$ cat config.mk
export PLATFORM = sky130hd
export DESIGN_NAME = fifo_mem
export DESIGN_NICKNAME = d
export VERILOG_FILES = /design/src/rtl/fifo_mem.sv
export SDC_FILE = /design/constraint.sdc
export NUM_CORES = 1
export LEC_CHECK = 0
export CORE_MARGIN = 8
export CORE_UTILIZATION = 33
export CTS_CLUSTER_SIZE = 25
export DETAILED_ROUTE_END_ITERATION = 16
export MAX_ROUTING_LAYER = met4
export PLACE_DENSITY = 0.58
export RECOVER_POWER = 100
export SYNTH_ARGS = -nofsm -noshare
export SYNTH_HDL_FRONTEND = slang
export SYNTH_SLANG_ARGS = --single-unit
export TNS_END_PERCENT = 5
$ cat constraint.sdc
create_clock -name clk -period 7.4 [get_ports clk]
set_input_delay 2.22 -clock clk [delete_from_list [all_inputs] [get_ports clk]]
set_output_delay 2.22 -clock clk [all_outputs]
set_load 0.1 [all_outputs]
$ cat src/rtl/fifo_mem.sv
// Synchronous single-clock FIFO with registered read data, fill-level flags and fill count.
// Define FIFO_ERROR_EN to build the sticky overflow/underflow error flag; otherwise error is tied to 0.
module fifo_mem #(
    parameter int MEM_SIZE        = 8,
    parameter int WORD_SIZE       = 10,
    parameter int PTR             = 3,
    parameter int ALMOST_FULL_TH  = 6,
    parameter int ALMOST_EMPTY_TH = 2
) (
    input  logic                 clk,
    input  logic                 reset,
    input  logic [WORD_SIZE-1:0] data_in,
    input  logic                 push,
    input  logic                 pop,
    output logic [WORD_SIZE-1:0] data_out,
    output logic                 valid_out,
    output logic                 full,
    output logic                 empty,
    output logic                 almost_full,
    output logic                 almost_empty,
    output logic [PTR:0]         fifo_count,
    output logic                 error
);

    localparam logic [PTR:0] LP_MEM_SIZE = (PTR+1)'(MEM_SIZE);
    localparam logic [PTR:0] LP_AF_TH    = (PTR+1)'(ALMOST_FULL_TH);
    localparam logic [PTR:0] LP_AE_TH    = (PTR+1)'(ALMOST_EMPTY_TH);

    logic [WORD_SIZE-1:0] r_mem [MEM_SIZE];
    logic [PTR-1:0]       r_wr_ptr;
    logic [PTR-1:0]       r_rd_ptr;
    logic [PTR:0]         r_count;
    logic [WORD_SIZE-1:0] r_data_out;
    logic                 r_valid_out;

    logic                 w_full;
    logic                 w_empty;
    logic                 w_push_ok;
    logic                 w_pop_ok;
    logic [PTR:0]         w_count_next;

    // Flags come only from the registered count, never from this cycle's requests.
    assign w_full    = (r_count == LP_MEM_SIZE);
    assign w_empty   = (r_count == '0);

    // A simultaneous pop frees the slot, so a push into a full FIFO is still accepted.
    assign w_push_ok = push && (!w_full || pop);
    assign w_pop_ok  = pop && !w_empty;

    // NOTE: every output of a combinational block gets a default first, so no path leaves it unassigned and no latch is inferred.
    always_comb begin
        w_count_next = r_count;
        if (w_push_ok && !w_pop_ok) begin
            w_count_next = r_count + (PTR+1)'(1);
        end else if (w_pop_ok && !w_push_ok) begin
            w_count_next = r_count - (PTR+1)'(1);
        end
    end

    // NOTE: the storage array sits on the async reset because stale words must never survive a reset; this costs a reset net on every cell.
    always_ff @(posedge clk or negedge reset) begin
        if (!reset) begin
            for (int i = 0; i < MEM_SIZE; i++) begin
                r_mem[i] <= '0;
            end
        end else if (w_push_ok) begin
            r_mem[r_wr_ptr] <= data_in;
        end
    end

    // NOTE: non-blocking assignments let a full-FIFO push/pop read the old word at rd_ptr while the same slot is overwritten.
    always_ff @(posedge clk or negedge reset) begin
        if (!reset) begin
            r_wr_ptr    <= '0;
            r_rd_ptr    <= '0;
            r_count     <= '0;
            r_data_out  <= '0;
            r_valid_out <= 1'b0;
        end else begin
            r_count     <= w_count_next;
            r_valid_out <= w_pop_ok;
            if (w_push_ok) begin
                r_wr_ptr <= r_wr_ptr + PTR'(1);
            end
            if (w_pop_ok) begin
                r_rd_ptr   <= r_rd_ptr + PTR'(1);
                r_data_out <= r_mem[r_rd_ptr];
            end
        end
    end

`ifdef FIFO_ERROR_EN
    logic r_error;
    logic w_overflow;
    logic w_underflow;

    assign w_overflow  = push && w_full && !pop;
    assign w_underflow = pop && w_empty;

    always_ff @(posedge clk or negedge reset) begin
        if (!reset) begin
            r_error <= 1'b0;
        end else if (w_overflow || w_underflow) begin
            r_error <= 1'b1;
        end
    end

    assign error = r_error;
`else
    assign error = 1'b0;
`endif

    assign data_out     = r_data_out;
    assign valid_out    = r_valid_out;
    assign fifo_count   = r_count;
    assign full         = w_full;
    assign empty        = w_empty;
    assign almost_full  = (r_count >= LP_AF_TH);
    assign almost_empty = (r_count <= LP_AE_TH);

endmodule

**Word-level counts from Yosys, hierarchy flattened**

Index checks and enable logic that the tools add are counted.

- Bits in registers: 101
- Bits of input ports: 14
- Output and inout bits: 20
- Word-level logic and storage cells: 45

- Add/subtract/negate cells: 4
- Magnitude comparators: 5
- Equality and inequality tests: 1
- Mux-type cells: 8
- Bitwise logic cells: 2
- Reductions and logical operators: 12

Operator list:

| cell | count |
|---|---|
| bitwise mux 80 bit | 1 |
| binary-select mux 10 bit (select 3 bit) | 1 |
| demux 10 bit (select 3 bit) | 1 |
| two-way mux 10 bit | 3 |
| greater-or-equal comparator 4 bit (second input constant) | 2 |
| two-way mux 4 bit | 2 |
| NOT 3 -> 4 bit | 2 |
| adder 3 x 1 -> 3 bit (second input constant) | 2 |
| logical AND 1 bit | 5 |
| adder 4 x 1 -> 4 bit (second input constant) | 1 |
| == test 4 bit (second input constant) | 1 |
| greater-or-equal comparator 4 x 3 -> 1 bit (second input constant) | 1 |
| less-or-equal comparator 4 x 2 -> 1 bit (second input constant) | 1 |
| logical NOT 1 bit | 4 |
| logical NOT 4 bit | 1 |
| < comparator 4 x 1 -> 1 bit (second input constant) | 1 |
| subtractor 4 x 1 -> 4 bit (second input constant) | 1 |
| nonzero test 2 bit | 1 |
| logical OR 1 bit | 1 |

**Longest topological paths before layout**

- Depth in word-level cells: 8
- Mapped depth: 12
- Depth with buffers taken out: 11

**Worst setup path before layout**

Ideal clock, no wire load.

- Path type: register to output
- Start: reg r_count[3] (netlist: fifo_count[3])
- End: out empty
- Arrival time: 3.963 ns
- Required time: 5.180 ns
- Slack: 1.217 ns
- Cell stages (with the launch flop): 3
- Buffers on the path: 1
- Cell sequence: dfrtp_1 -> clkbuf_1 -> nor4_1

- Word-level cells in the longest chain between the ends: 1

Ends and longest elaborated chain:

| element | line | text |
|---|---|---|
| start: declaration | 32 | `logic [PTR:0] r_count;` |
| start signal: assignment | 80 | `r_count <= w_count_next;` |
| logical NOT 4 bit | 44 | `assign w_empty = (r_count == '0);` |
| end: declaration | 18 | `output logic empty,` |

No other way between the ends.

==> flow_summary.yaml <==
synth:
  synthCells: 338
  synthTopCellsByCount: "mux2_2, dfrtp_1, mux2i_1"
  synth_edf_count: 0
  yosysSeqAreaShare_pct: 53.9
  async_reset_ff_share_pct: 100
  yosys.cell_count.top_type: "mux2_2"
  synth_top_area_share_pct: 53.9
  ys_warn_count: 0
  synth_area_leaders: "dfrtp_1, mux2_2, mux2i_1"
  yosysTopAreaCell: "dfrtp_1"
  synth-seq-cells: 101
  synthFlopType: "dfrtp_1"
  synth.distinct_cells: 34
  syn_nets: 358
  syn_area_mm2: 0.00469
  avgSynthCellArea_um2: 13.9
setup_path:
  crit_slowest_cell: "clkbuf_1"
  worstReg2RegEnd: "fifo_count[3]$_DFFE_PN0P_"
  cp-start-kind: "input port"
  crit_family: "buffers and inverters"
  timing.rr.start: "fifo_count[0]$_DFFE_PN0P_"
  slowest_delay_ns: 1.97
  required_ns: 7.64
  regToRegSetupSlack_ns: 3.96
  end_kind: "async pin"
  ff2ff_path_depth: 8
  worst-path-buf-inv: 2
  critical_path_arrival_ns: 5.46
  cp_cell_sequence: "clkbuf_1 -> clkbuf_2"
  criticalPathCategory: "in -> async"
  crit_path_max_fanout: 52
sta:
  period_share_pct: 70.5
  rsz0062_at_grt: "false"
  tns_ns: 0
  min_period_ns: 5.21
  hold_viol: 0
  fmax_mhz: 192
  setup_ws_ns: 2.19
  max_slew_margin_pct: -89.2
  finalSetupViolCount: 0
  tightest_slew_ns: 2.84
  clock_skew_ns: 0.00769
  finalMaxSlewViolations: 51
floorplan:
  core_mm2: 0.0139
  rows: 43
  start_util_pct: 33.8
  fp.dieH_um: 135
  die_area_mm2: 0.0183
  die_w_um: 135
  pin_count: 34
layout:
  nets: 388
  syn2layout_area_growth_pct: 14.5
  antenna_cells: 0
  drive_gt1_share_pct: 32.3
placement:
  dp_hpwl_mm: 6.09
  gp_congestion: 0.676
  dp_worst_setup_slack_ns: 2.23
  io_buffers: 32
min_path:
  whs_endpoint: "data_out[1]$_DFFE_PN0P_"
  hold_path_class: "reg -> reg"
  hold_depth: 2
  hp-start: "data_out[1]$_DFFE_PN0P_"
clock_tree:
  cts_root_buf: "clkbuf_16"
  cts_resized: 0
  cts-buffers-inserted: 9
  clock_path_buffers: 2
  clk_pin_slew_ns: 0.07
  postCtsSetupBuffers: 0
  cts_sinks: 101
  cts_tree: "built"
  insertion_delay_ns: 0.34
  holdBufCountCts: 0
  htree_levels: 3
global_route:
  antenna_found_initial: 0
  grt.total_usage_pct: 11.4
  grt_max_degree: 53
  grt_overflow: 0
  grt_pass1_wl_mm: 15.7
  grt_pass1_vias: 2823
detailed_routing:
  drc: 0
  wire_per_inst_um: 17.9
  via_count: 2801
  firstDrtPassIters: 4
  vias_per_cell: 5.07
  drt-initial-drc-count: 151
  wirelength_mm: 9.91
  ant_nets: 0
power_and_ir_drop:
  ir_worst_vdd_v: 0.000135
  power.leakage_nw: 2.31
  power_density_mw_per_mm2: 518
outcome:
  status: "finished, violations left"
  violations: "max-capacitance violations, max-slew violations"
job:
  cap_violations: 1
[per-layer routing]
| metal | vias up | global-route usage (%) | routed length, um |
|---|---|---|---|
| li1 | 1294 | - | - |
| met1 | 1459 | 14.7 | 4750 |
| met2 | 39 | 17.9 | 4670 |
| met3 | 9 | 2.30 | 376 |
| met4 | 0 | 3.15 | 106 |
| met5 | - | - | 0 |
[where the power goes]
group	switching (mW)	internal, mW	total (mW)
logic	0.783	0.553	1.34
clock network	0.199	0.245	0.444
registers	0.168	0.833	1.00
[cells in the final DEF, fill, tap and decap left out, types with 2 or more instances in the layout]
cell             count
mux2_2             102
dfrtp_1            100
mux2i_1             21
dlygate4sd3_1       20
nand2_1             19
o21ai_0             12
clkdlybuf4s50_1     11
o22ai_1             10
a221o_1             10
clkbuf_16            9
nand3_1              7
xnor2_1              6
ha_1                 5
nor3_1               4
nor2b_1              4
inv_1                3
clkbuf_1             3
a21o_1               2
and2_1               2
nand4_1              2
nor2_1               2
clkbuf_8             2
[cell type report]
| cell class | count | area (um^2) |
|---|---|---|
| Sequential cell | 101 | 2530 |
| Multi-Input combinational cell | 218 | 2000 |
| Timing Repair Buffer | 35 | 330 |
| Clock inverter | 3 | 21.3 |
| Inverter | 3 | 11.3 |
| Clock buffer | 12 | 256 |
| Fill cell | 1300 | 8510 |
| Tap cell | 180 | 225 |
[sequential cells by signal, summed over array words and instances, names as in the netlist]
signal and flops:
r_mem 80, r_wr_ptr 3, valid_out 1, data_out 10, r_rd_ptr 3, fifo_count 4
[worst max-delay path by stage]
stage	start	endpoint	cells after the start
2_1_floorplan	fifo_count[3]$_DFFE_PN0P_	empty	2
3_3_place_gp	pop	fifo_count[3]$_DFFE_PN0P_	10
3_5_place_dp	pop	fifo_count[3]$_DFFE_PN0P_	10
4_1_cts	pop	fifo_count[3]$_DFFE_PN0P_	10
5_1_grt	reset	r_mem[72]$_DFFE_PN0P_	2
6_report	reset	r_mem[69]$_DFFE_PN0P_	2
[logic make-up after synthesis]
| logic type | synth area share [%] |
|---|---|
| buffers and inverters | 2.48 |
| adders and majority gates | 1.76 |
| and+or+nand+nor | 5.63 |
| DFF | 53.9 |
| AOI/OAI and AO/OA | 6.03 |
| other | 0.0800 |
| muxes | 29.0 |
| xor gates and xnor gates | 1.12 |
[per-stage QoR]
step	cells	area, um^2	hold WS [ns]	total power [mW]	utilization, %
2_1_floorplan	338	4690	0.460	2.09	-
3_3_place_gp	537	5160	0.463	2.35	37.2
3_5_place_dp	537	5160	0.474	2.40	37.2
4_1_cts	552	5440	0.489	2.85	39.2
5_1_grt	552	5370	0.508	2.95	38.7
6_report	552	5370	0.474	2.78	38.7
No activity file was read; power rests on OpenSTA's default activity.
